File: config.mk
export PLATFORM = sky130hd
export DESIGN_NAME = uart_rx_deser
export DESIGN_NICKNAME = d
export VERILOG_FILES = /design/src/rtl/uart_pkg.sv /design/src/rtl/uart_rx_sync.sv /design/src/rtl/uart_rx_deser.sv
export SDC_FILE = /design/constraint.sdc
export NUM_CORES = 1
export LEC_CHECK = 0
export CELL_PAD_IN_SITES_DETAIL_PLACEMENT = 0
export CELL_PAD_IN_SITES_GLOBAL_PLACEMENT = 1
export CORE_UTILIZATION = 43
export CTS_BUF_LIST = sky130_fd_sc_hd__clkbuf_2
export DETAILED_ROUTE_END_ITERATION = 6
export GPL_TIMING_DRIVEN = 0
export PLACE_DENSITY = 0.82
export SETUP_SLACK_MARGIN = 0.1
export SLEW_MARGIN = 30
export SYNTH_ARGS = -nofsm -noshare
export SYNTH_HDL_FRONTEND = slang
export SYNTH_SLANG_ARGS = --single-unit
File: constraint.sdc
create_clock -name clk -period 3.1 [get_ports clk]
set_input_delay 0.465 -clock clk [delete_from_list [all_inputs] [get_ports clk]]
set_output_delay 0.465 -clock clk [all_outputs]
set_load 0.01 [all_outputs]
File: src/rtl/uart_pkg.sv
// Shared UART definitions: FSM state encoding, frame geometry, default
// bit timing and the three-sample majority vote used by the receiver.
package uart_pkg;

  typedef enum logic [2:0] {
    ST_IDLE  = 3'd0,
    ST_START = 3'd1,
    ST_DATA  = 3'd2,
    ST_STOP  = 3'd3,
    ST_BREAK = 3'd4
  } uart_state_e;

  localparam int DATA_BITS            = 8;
  localparam int DEFAULT_CLKS_PER_BIT = 434;

  // Two-out-of-three vote; rejects a single-sample glitch.
  function automatic logic majority3(input logic a, input logic b, input logic c);
    return (a & b) | (a & c) | (b & c);
  endfunction

endpackage

File: src/rtl/uart_rx_sync.sv
// Two-flop synchroniser for the raw rx pin plus a falling-edge detector
// on the synchronised line. Flops reset to 1 so reset looks like idle.
module uart_rx_sync (
  input  logic clk,
  input  logic reset_n,
  input  logic rx,
  output logic rx_s,
  output logic rx_fall
);

  logic rx_meta;
  logic rx_sync_q;
  logic rx_sync_d;

  // Metastability chain plus one delayed copy for edge detection.
  always_ff @(posedge clk or negedge reset_n) begin
    if (!reset_n) begin
      rx_meta   <= 1'b1;
      rx_sync_q <= 1'b1;
      rx_sync_d <= 1'b1;
    end else begin
      rx_meta   <= rx;
      rx_sync_q <= rx_meta;
      rx_sync_d <= rx_sync_q;
    end
  end

  assign rx_s    = rx_sync_q;
  assign rx_fall = rx_sync_d & ~rx_sync_q;

endmodule

File: src/rtl/uart_rx_deser.sv
// 8N1 UART receiver. Each bit is decided by a majority vote of three
// samples around mid-bit; good bytes are strobed into the RX FIFO,
// framing and overrun errors are kept as sticky status flags.
//
// FIFO handshake: fifo_push is a one-cycle strobe with fifo_data valid in
// that same cycle. There is no back-pressure stall: fifo_full is looked at
// only when the stop bit is decided, and a byte that finds the FIFO full
// is dropped and recorded in overrun_err.
module uart_rx_deser
  import uart_pkg::*;
#(
  parameter int CLKS_PER_BIT = DEFAULT_CLKS_PER_BIT,
  parameter int CNT_W        = 16
) (
  input  logic              clk,
  input  logic              reset_n,
  input  logic              rx,
  input  logic              fifo_full,
  output logic [7:0]        fifo_data,
  output logic              fifo_push,
  output logic              busy,
  output logic              frame_err,
  output logic              overrun_err,
  input  logic              err_clr,
  output uart_state_e       state_dbg
);

  localparam int HALF = CLKS_PER_BIT / 2;
  localparam logic [CNT_W-1:0] SAMP_A   = CNT_W'(HALF - 1);
  localparam logic [CNT_W-1:0] SAMP_B   = CNT_W'(HALF);
  localparam logic [CNT_W-1:0] DECIDE   = CNT_W'(HALF + 1);
  localparam logic [CNT_W-1:0] BIT_LAST = CNT_W'(CLKS_PER_BIT - 1);
  localparam logic [2:0]       IDX_LAST = 3'(DATA_BITS - 1);

  uart_state_e      state;
  logic [CNT_W-1:0] cnt;
  logic [2:0]       bit_idx;
  logic [7:0]       shift_reg;
  logic             samp_a;
  logic             samp_b;
  logic             rx_s;
  logic             rx_fall;
  logic             vote;
  logic             decide;

  uart_rx_sync u_sync (
    .clk     (clk),
    .reset_n (reset_n),
    .rx      (rx),
    .rx_s    (rx_s),
    .rx_fall (rx_fall)
  );

  assign vote      = majority3(samp_a, samp_b, rx_s);
  assign decide    = (cnt == DECIDE);
  assign busy      = (state != ST_IDLE);
  assign state_dbg = state;

  // Receive FSM: bit timing, sampling, byte assembly, push and error flags.
  always_ff @(posedge clk or negedge reset_n) begin
    if (!reset_n) begin
      state       <= ST_IDLE;
      cnt         <= '0;
      bit_idx     <= '0;
      shift_reg   <= '0;
      samp_a      <= 1'b1;
      samp_b      <= 1'b1;
      fifo_data   <= '0;
      fifo_push   <= 1'b0;
      frame_err   <= 1'b0;
      overrun_err <= 1'b0;
    end else begin
      fifo_push <= 1'b0;
      // Clear first so a coinciding error set below takes priority.
      if (err_clr) begin
        frame_err   <= 1'b0;
        overrun_err <= 1'b0;
      end
      if (cnt == SAMP_A) samp_a <= rx_s;
      if (cnt == SAMP_B) samp_b <= rx_s;

      case (state)
        ST_IDLE: begin
          cnt <= '0;
          if (rx_fall) state <= ST_START;
        end
        ST_START: begin
          if (decide && vote) begin
            // Start bit did not hold low: treat as noise.
            state <= ST_IDLE;
            cnt   <= '0;
          end else if (cnt == BIT_LAST) begin
            state   <= ST_DATA;
            cnt     <= '0;
            bit_idx <= '0;
          end else begin
            cnt <= cnt + CNT_W'(1);
          end
        end
        ST_DATA: begin
          if (decide) shift_reg[bit_idx] <= vote;
          if (cnt == BIT_LAST) begin
            cnt <= '0;
            if (bit_idx == IDX_LAST) state <= ST_STOP;
            else bit_idx <= bit_idx + 3'd1;
          end else begin
            cnt <= cnt + CNT_W'(1);
          end
        end
        ST_STOP: begin
          // Leave at mid stop bit so an immediately following start edge is seen.
          if (decide) begin
            cnt <= '0;
            if (vote) begin
              state <= ST_IDLE;
              if (!fifo_full) begin
                fifo_data <= shift_reg;
                fifo_push <= 1'b1;
              end else begin
                overrun_err <= 1'b1;
              end
            end else begin
              frame_err <= 1'b1;
              state     <= ST_BREAK;
            end
          end else begin
            cnt <= cnt + CNT_W'(1);
          end
        end
        ST_BREAK: begin
          cnt <= '0;
          if (rx_s) state <= ST_IDLE;
        end
        default: begin
          state <= ST_IDLE;
          cnt   <= '0;
        end
      endcase
    end
  end

endmodule

# Word level (Yosys, flattened, before mapping)
# Cells that the tools add are included.
dict set report word_totals {
  word_cells 86
  mem_count 0
  reg_bits 46
  rom_bits 0
  ram_bits 0
  latchBits 0
  inputBits 5
}
dict set report op_classes {
  bitwise_logic 8
  n_reduce_logical 9
  magnitude_cmp 2
  multipliers 0
  n_mux 34
  div 0
  n_shift 0
  n_eq_ne 18
  n_addsub 2
}
# operator n
set ops {}
lappend ops {{16-bit by 8-bit equality test with 1-bit output (second input constant)} 3}
lappend ops {{16-bit 2-to-1 mux} 3}
lappend ops {{16-bit one-hot mux with 3 select lines} 1}
lappend ops {{3-bit 2-to-1 mux} 12}
lappend ops {{16-bit by 1-bit adder with 16-bit output (second input constant)} 1}
lappend ops {{16-bit by 9-bit equality test with 1-bit output (second input constant)} 1}
lappend ops {{3-bit one-hot mux with 5 select lines} 1}
lappend ops {{1-bit 2-to-1 mux} 14}
lappend ops {{2-bit inequality test (second input constant)} 7}
lappend ops {{8-bit bitwise mux} 1}
lappend ops {{3-bit by 2-bit equality test with 1-bit output (second input constant)} 2}
lappend ops {{3-bit equality test (second input constant)} 2}
lappend ops {{3-bit one-hot mux with 2 select lines} 1}
lappend ops {{6-bit AND reduction} 1}
lappend ops {{5-bit AND reduction} 1}
lappend ops {{1-bit bitwise AND} 4}
lappend ops {{3-bit by 4-bit less-than comparator with 1-bit output (second input constant)} 1}
lappend ops {{4-bit AND reduction} 1}
lappend ops {{3-bit by 1-bit adder with 3-bit output (second input constant)} 1}
lappend ops {{1-bit demux with 3-bit select} 1}
lappend ops {{3-bit by 1-bit equality test with 1-bit output (second input constant)} 1}
lappend ops {{3-bit by 1-bit >= comparator with 1-bit output (second input constant)} 1}
lappend ops {{3-bit zero test} 1}
lappend ops {{3-bit inequality test (second input constant)} 1}
lappend ops {{7 further kinds} 10}

# Logic depth before layout (Yosys ltp)
# Gate-level depths: netlist of run 1.
dict set report depth {
  ltp_word 6
  mapped_depth 8
}

# Cells and area by module
# Synthesis of run 1 repeated with hierarchy kept, for this count alone.
dict set report hier_totals {
  cells_unflattened 194
  area_unflattened_um2 2282.2
}
# mod instances area_each_um2 cells_each
set by_module_without_submodules {}
lappend by_module_without_submodules {uart_rx_deser 1 2189.6 190}
lappend by_module_without_submodules {uart_rx_sync 1 92.6 4}

# Least setup slack after synthesis of run 1
# OpenSTA, ideal clock, no wires.
dict set report synth_path {
  path_type {flip-flop to flip-flop}
  from {register cnt[13]}
  to {register shift_reg[2]}
  t_arrival_ps 2348
  setup_ps 128
  n_path_buf 2
  required_ps 2972
  path_stages_with_launch 7
  period_less_slack_ps 2475
  setup_slack_ps 625
  path_cell_list {dfrtp_1 or4_4 or4_1 buf_2 buf_2 nor4b_1 mux2_1}
}
dict set report synth_between {
  elab_chain_len 2
}
# element line_no
set synth_lines {}
lappend synth_lines {{start, declared} uart_rx_deser.sv:36} ;# logic [CNT_W-1:0] cnt;
lappend synth_lines {{start signal, assigned} uart_rx_deser.sv:97} ;# cnt <= cnt + CNT_W'(1);
lappend synth_lines {{start signal, assigned} uart_rx_deser.sv:107} ;# cnt <= cnt + CNT_W'(1);
lappend synth_lines {{start signal, assigned} uart_rx_deser.sv:127} ;# cnt <= cnt + CNT_W'(1);
lappend synth_lines {{16-bit by 8-bit equality test with 1-bit output} uart_rx_deser.sv:55} ;# assign decide = (cnt == DECIDE);
lappend synth_lines {{2-bit AND reduction (no source line)} n/a}
lappend synth_lines {{end signal, assigned by index} uart_rx_deser.sv:101} ;# if (decide) shift_reg[bit_idx] <= vote;
lappend synth_lines {{end, declared} uart_rx_deser.sv:38} ;# logic [7:0] shift_reg;
# Every way passes these cells.
# A chain may end at the register's enable or synchronous reset.

# Worst setup path in the final report of run 1
dict set report layout_path {
  from {register cnt[1]}
  to {register cnt[2]}
}
dict set report layout_between {
  elab_chain_len 4
}
# element line_no
set layout_lines {}
lappend layout_lines {{16-bit by 1-bit adder with 16-bit output (tied with other cells)} {uart_rx_deser.sv:97, uart_rx_deser.sv:107, uart_rx_deser.sv:127}}
lappend layout_lines {{16-bit 2-to-1 mux / 1-bit logical AND (equally long branches)} {uart_rx_deser.sv:92, uart_rx_deser.sv:102, uart_rx_deser.sv:88}}
lappend layout_lines {{16-bit 2-to-1 mux} uart_rx_deser.sv:88} ;# if (decide && vote) begin
lappend layout_lines {{16-bit one-hot mux with 3 select lines *} uart_rx_deser.sv:82} ;# case (state)
# Mark *: on every way between the ends. The rest lies on a longest branch, timed or not.

==> summary.md, run 1 <==
| Metric | Value |
|---|---|
| Run status | `complete, no violations` |
| Top Layer Used | `met4` |
| Die area | `5540 µm²` |
| Crit path kind | `register to register` |
| Max IR drop VDD | `between 300 and 400 µV` |
| Routed wire length | `approximately 4200 µm` |
| Synth warn | `0` |
| Clock Path Buffers | `2` |
| Nets@finish | `between 200 and 250` |
| Crit path max-delay family | `simple AND/OR/NAND/NOR gates` |
| Max-slew violation count | `0` |
| TritonCTS Buffers | `5` |
| Number of global-route vias before repair | `1512` |
| Power per cell area | `roughly 450 nW/µm²` |
| DR WL/cell | `between 10 and 15 µm` |
| Mux cell area share after synthesis | `0.108` |
| Post-CTS setup buffer count | `0` |
| Drt pass-1 iters | `4` |
| Sequential area share after synthesis | `0.513` |
| WP data required | `~3.4 ns` |
| Synth Area in Compound Gates | `0.0860` |
| Unrepaired setup endpoints after global routing | `no` |
| Clock Tree Root | `clkbuf_2` |
| Slew headroom | `0.596` |
| Seq cells post-synth | `46` |
| DR iter-0 viols | `42` |
| Max reg flops | `16` |
| Largest family of logic cells by synthesized area | `simple AND/OR/NAND/NOR gates` |
| Fraction of registers with async set/reset | `1.00` |
| Sink Count | `46` |
| Slowest CP cell | `or4_1` |
| Crit share post-route | `0.904` |
| Largest net degree at the start of global routing | `47` |
| Critical Path AT | `slightly above 3 ns` |
| Hold crit path type | `input port to asynchronous set/reset pin` |
| Aggregate global-route resource usage | `0.175` |
| Mapped Nets | `209` |
| Final hold violations | `0` |
| Post-synthesis simple-gate area fraction | `0.167` |
| Synthesized area | `around 2300 µm²` |
| Least-Margin Pin Slew | `around 0.6 ns` |
| Synth Area per Inst | `about 11 µm²` |
| Startpoint Class | `register` |
| DRC Markers | `0` |
| Clk_lat worst skew | `0.41 ns` |
| Number of I/O port buffers | `19` |
| Switch share | `0.276` |
| Clock transition at path regs | `roughly 0.23 ns` |
| MaxCap Viol Count | `0` |
| Leakage | `between 1 and 1.5 nW` |
| H-tree depth | `2` |
| Top Ports | `20` |
| Met3 WL post-DR | `125 µm` |
| Final setup vio count | `0` |
| Final ANT Viol Nets | `0` |
| Placer Congestion | `0.792` |
| Die width | `74.4 µm` |
| Total length of routed met2 wires | `2050 µm` |
| Post-CTS Resized | `0` |
| Pint | `0.855 mW` |
| Post-Synth Adder-Cell Area | `0.0377` |
| Tmin final | `2.80 ns` |
| Wl on met1 | `between 1500 and 2000 µm` |
| Total grt overflow | `0` |
| Fmax | `approximately 0.36 GHz` |
| Placed insts | `284` |
| CP endpoint kind | `register` |
| Initial antenna violation count | `0` |
| Cells after Synth | `slightly below 200` |
| Switching power | `around 0.33 mW` |
| Sequential share of power | `0.579` |
| Share of layout cells above drive strength 1 | `0.204` |
| Ys flop type | `dfrtp_1` |
| Via count | `between 1500 and 2000` |
| Cells along the critical path | `inv_1 -> ha_1 -> or3b_2 -> or4_1 -> clkbuf_1 -> a32oi_4 -> buf_2 -> a21oi_1` |
| Crit-path max FO | `10` |
| Synth unique cells | `39` |
| Vias/cell | `5.29` |
| Die H | `74.4 µm` |
| CTS tree | `built` |
| Final cell count without fillers | `approximately 290` |
| DP HPWL | `roughly 2900 µm` |
| Clock skew | `about 0.023 ns` |
| Ant. Diodes | `0` |
| Initial Util | `0.462` |
| Post-DP Area | `approximately 2500 µm²` |
| Fin Setup TNS | `0 ns` |
| First-pass GRT wire length | `~7000 µm` |
| Row cnt | `25` |
| Post-layout util | `0.534` |
| Synth Area in XOR/XNOR | `0.0505` |
| Final Cell Area | `~2600 µm²` |
| Worst hold margin | `0.0116 ns` |
| Syn-to-layout area delta | `15.5%` |
| EDFF count, synth | `0` |
| Clk pwr share | `0.278` |
| Buf+Inv Stages, Crit Path | `3` |
| Max incr delay on CP | `about 0.5 ns` |
| Logic pwr share | `0.143` |
| Core area | `between 4000 and 5000 µm²` |
| CTS Hold Buffers Added | `0` |
## stage by stage
| stage | total power [mW] | setup slack (ns) |
|---|---|---|
| after CTS | 1.20 | 0.210 |
| after detailed placement | 0.864 | 0.249 |
| after floorplan | 0.803 | 0.625 |
| final | 1.18 | 0.299 |
| after global placement | 0.860 | 0.306 |
| after global routing | 1.25 | 0.146 |
## worst register-to-register path, stage by stage, from the launching register on
cell,delay (ns)
dfrtp_1,0.48
inv_1,0.10
ha_1,0.17
or3b_2,0.44
or4_1,0.50
clkbuf_1,0.21
a32oi_4,0.40
buf_2,0.30
a21oi_1,0.10
## Yosys cell counts, types with 2 or more instances
master | number | area (µm²)
nor4_1 | 4 | 25.0
ha_1 | 6 | 75.1
nor3_1 | 10 | 50.1
nor4b_1 | 3 | 26.3
clkbuf_1 | 5 | 18.8
nand2b_1 | 2 | 12.5
mux2_2 | 10 | 113
a22oi_1 | 2 | 15.0
or3_1 | 2 | 12.5
or4_1 | 2 | 15.0
o21ai_0 | 2 | 10.0
dfstp_2 | 5 | 131
xnor2_1 | 12 | 105
dfrtp_1 | 41 | 1030
buf_2 | 4 | 20.0
nand4_1 | 5 | 31.3
o22ai_1 | 2 | 12.5
nor2_1 | 8 | 30.0
mux2_4 | 8 | 120
or4_4 | 2 | 22.5
nand3_1 | 7 | 35.0
inv_1 | 12 | 45.0
nand2_1 | 9 | 33.8
or3b_2 | 4 | 35.0
a22o_1 | 2 | 17.5
a21oi_1 | 16 | 80.1
## per-layer routing
| metal | vias up | GRT usage |
|---|---|---|
| li1 | 766 | - |
| met1 | 752 | 0.227 |
| met2 | 21 | 0.277 |
| met3 | 7 | 0.0461 |
| met4 | 0 | 0.0692 |
| met5 | - | 0 |
## placed cells by master, fill, tap and decap left out, types with 8 or more instances in the layout
master           synthesis  final
mux2_2                  10     10
a21oi_1                 16     16
nor3_1                  10     10
dfrtp_1                 41     41
nor2_1                   8      8
clkdlybuf4s50_1          0     18
nand2_1                  9      9
mux2_4                   8      8
xnor2_1                 12     12
inv_1                   12     12
## cells by family (layout without fill, tap and decap cells)
logic type                 Yosys count  in the layout
muxes                               19             19
DFF                                 46             46
AOI/OAI and AO/OA                   29             29
and+or+nand+nor                     63             63
xor gates and xnor gates            13             13
buffers and inverters               21             48
adders and majority gates            7              7
## final cells by class
| cell class | instances | area, µm² |
|---|---|---|
| Fill cell | 457 | 2270 |
| Multi-Input combinational cell | 131 | 1030 |
| Timing Repair Buffer | 19 | 188 |
| Inverter | 12 | 45.0 |
| Tap cell | 67 | 83.8 |
| Sequential cell | 46 | 1160 |
| Clock inverter | 2 | 37.5 |
| Buffer | 9 | 38.8 |
| Clock buffer | 6 | 30.0 |
## power by group through the flow
stage,Clock (mW),Sequential [mW],Combinational [mW]
2_1_floorplan,0,0.685,0.118
3_3_place_gp,0,0.692,0.168
3_5_place_dp,0,0.693,0.171
4_1_cts,0.342,0.683,0.171
5_1_grt,0.363,0.692,0.197
6_report,0.328,0.684,0.169
## final timing paths
kind	startpoint	to	slack [ns]	depth (start not counted)
max	cnt[1]	cnt[2]	0.30	8
min	reset_n	bit_idx[1]	0.01	1
max reg2reg	cnt[1]	cnt[2]	0.30	8
min reg2reg	u_sync.rx_meta	u_sync.rx_s	0.37	0
max in group asynchronous	reset_n	cnt[12]	2.68	1
min in group clk	u_sync.rx_meta	u_sync.rx_s	0.37	0
(Power assumes the default switching activity.)
==> run 2: changes to the inputs <==
- MAX_ROUTING_LAYER: unset -> met4
==> summary.md, run 2 (synthesized netlist as in run 1, its figures left out) <==
| Metric | Value |
|---|---|
| Run status | `complete, no violations` |
| CTS tree | `built` |
| Crit-path max FO | `10 (unchanged)` |
| GRT met3 Usage | `0.0461 (unchanged)` |
| Tmin final | `2.80 ns (-0.00128 ns)` |
| First-pass GRT wire length | `7160 µm (unchanged)` |
| Max-slew violation count | `0 (unchanged)` |
| Placer Congestion | `0.803 (+1.4%)` |
| Max reg flops | `16 (unchanged)` |
| Share of layout cells above drive strength 1 | `0.204 (unchanged)` |
| Critical Path AT | `3.08 ns (about the same)` |
| Post-CTS setup buffer count | `0 (unchanged)` |
| Power per cell area | `453 nW/µm² (about the same)` |
| Drt pass-1 iters | `4 (unchanged)` |
| Sequential Area | `1160 µm² (unchanged)` |
| Clock transition at path regs | `0.23 ns (about the same)` |
| Leading cell types in the layout, fill and taps excluded | `dfrtp_1, clkdlybuf4s50_1, a21oi_1` |
| R2r setup slk | `0.30 ns (about the same)` |
| Slew headroom | `0.595 (-0.00106)` |
| Total grt overflow | `0 (unchanged)` |
| Max IR drop VDD | `395 µV (about the same)` |
| M2 GR Usage | `0.279 (+0.00200)` |
| Filler cells | `457 (unchanged)` |
| Nets@finish | `235 (unchanged)` |
| Vias/cell | `5.28 (-0.32%)` |
| DR WL/cell | `14.4 µm (about the same)` |
| Clock Tree Root | `clkbuf_2` |
| Unrepaired setup endpoints after global routing | `no` |
| Most common cell after layout, fill and taps aside | `dfrtp_1` |
| DR iter-0 viols | `56 (+33%)` |
| Via count | `1541 (-0.32%)` |
| Final hold violations | `0 (unchanged)` |
| Clock skew | `0.0211 ns (-0.00227 ns)` |
| Die H | `74.4 µm (unchanged)` |
| Die area | `5540 µm² (unchanged)` |
| Post-layout util | `0.534 (unchanged)` |
| Met1 usage | `0.226 (-0.00172)` |
| Hold crit path type | `input port to asynchronous set/reset pin` |
| Routed wire length | `4200 µm (about the same)` |
| Fin Setup TNS | `0 ns (unchanged)` |
| Final ANT Viol Nets | `0 (unchanged)` |
| Row cnt | `25 (unchanged)` |
| Worst reg2reg path startpoint | `cnt[1]` |
| Syn-to-layout area delta | `15.5% (unchanged)` |
| H-tree depth | `2 (unchanged)` |
| Final setup vio count | `0 (unchanged)` |
| Max incr delay on CP | `0.50 ns (about the same)` |
| Startpoint Class | `register` |
| R2r endpoint | `cnt[2]` |
| Ant. Diodes | `0 (unchanged)` |
| Clock Path Buffers | `2 (unchanged)` |
| Least-Margin Pin Slew | `0.606 ns (+0.00159 ns)` |
| Grt peak-use layer | `met2` |
| Crit path max-delay family | `simple AND/OR/NAND/NOR gates` |
| Critical path startpoint | `cnt[1]` |
| Crit share post-route | `0.903 (about the same)` |
| Area occupied by multi-input gates | `1030 µm² (unchanged)` |
| Top Ports | `20 (unchanged)` |
| CP endpoint kind | `register` |
| Aggregate global-route resource usage | `0.180 (+0.00559)` |
| Core area | `4880 µm² (unchanged)` |
| Power, Total | `1.18 mW (about the same)` |
| DRC Markers | `0 (unchanged)` |
| TritonCTS Buffers | `5 (unchanged)` |
| Leakage | `1.07 nW (unchanged)` |
| Initial Util | `0.462 (unchanged)` |
| Fmax | `0.357 GHz (about the same)` |
| Cells along the critical path | `inv_1 -> ha_1 -> or3b_2 -> or4_1 -> clkbuf_1 -> a32oi_4 -> buf_2 -> a21oi_1` |
| DP Worst Slack | `0.249 ns (unchanged)` |
| Buf+Inv Stages, Crit Path | `3 (unchanged)` |
| Worst reg2reg path depth | `8 (unchanged)` |
| Initial antenna violation count | `0 (unchanged)` |
| Number of I/O port buffers | `19 (unchanged)` |
| Sink Count | `46 (unchanged)` |
| Largest net degree at the start of global routing | `47 (unchanged)` |
| MaxCap Viol Count | `0 (unchanged)` |
| DP HPWL | `2870 µm (unchanged)` |
| WP data required | `3.38 ns (about the same)` |
| Number of global-route vias before repair | `1512 (unchanged)` |
| Final worst slack | `0.300 ns (+0.00128 ns)` |
| Crit path kind | `register to register` |
| Slowest CP cell | `or4_1` |
| Die width | `74.4 µm (unchanged)` |
| Clk_lat worst skew | `0.41 ns (about the same)` |
## run 2: cell counts in the layout (fill, tap and decap cells not counted)
Identical to the previous run, type by type.
## run 2: layout make-up
class	instances	share of cell area
clock inverter	2	0.0144
tap	67	0.0322
timing repair buffer	19	0.0720
multi-input combinational	131	0.394
buffer	9	0.0149
inverter	12	0.0173
sequential	46	0.444
clock buffer	6	0.0115
## run 2: power breakdown
| group | total [mW] | internal (mW) | switching [mW] |
|---|---|---|---|
| Clock | 0.328 | 0.139 | 0.189 |
| Sequential | 0.684 | 0.638 | 0.0465 |
| Combinational | 0.169 | 0.0778 | 0.0910 |
| Total | 1.18 | 0.855 | 0.326 |
## run 2: metal layers
metal	share of wire	vias to the layer above
met2	0.49	21
met5	0	-
met3	0.030	7
met4	0.014	0
met1	0.46	748
li1	-	765
## run 2: timing repair
action | 4_1_cts | 5_1_grt
hold buffers | 0 | 0
resized for setup | 0 | 1
endpoints found under the setup margin | 0 | 10
## run 2: metrics by stage
stage                     hold WS, ns  cells  cell area, µm²
final                          0.0130    292            2610
after global routing           0.0107    292            2610
after CTS                      0.0159    292            2590
after detailed placement        0.349    284            2530
after global placement          0.346    284            2530
after floorplan                 0.169    198            2260
## run 2: worst max path at each step
stage	endpoint	slack (ns)	depth (start not counted)
2_1_floorplan	shift_reg[2]	0.62	6
3_3_place_gp	cnt[10]	0.31	1
3_5_place_dp	cnt[2]	0.25	8
4_1_cts	cnt[2]	0.21	8
5_1_grt	cnt[2]	0.14	8
6_report	cnt[2]	0.30	8
==> run 3: changes to the inputs <==
- MAX_ROUTING_LAYER: met4 -> unset
==> results of run 3 <==
The final DEF is identical to that of run 1; final timing and power are the same.
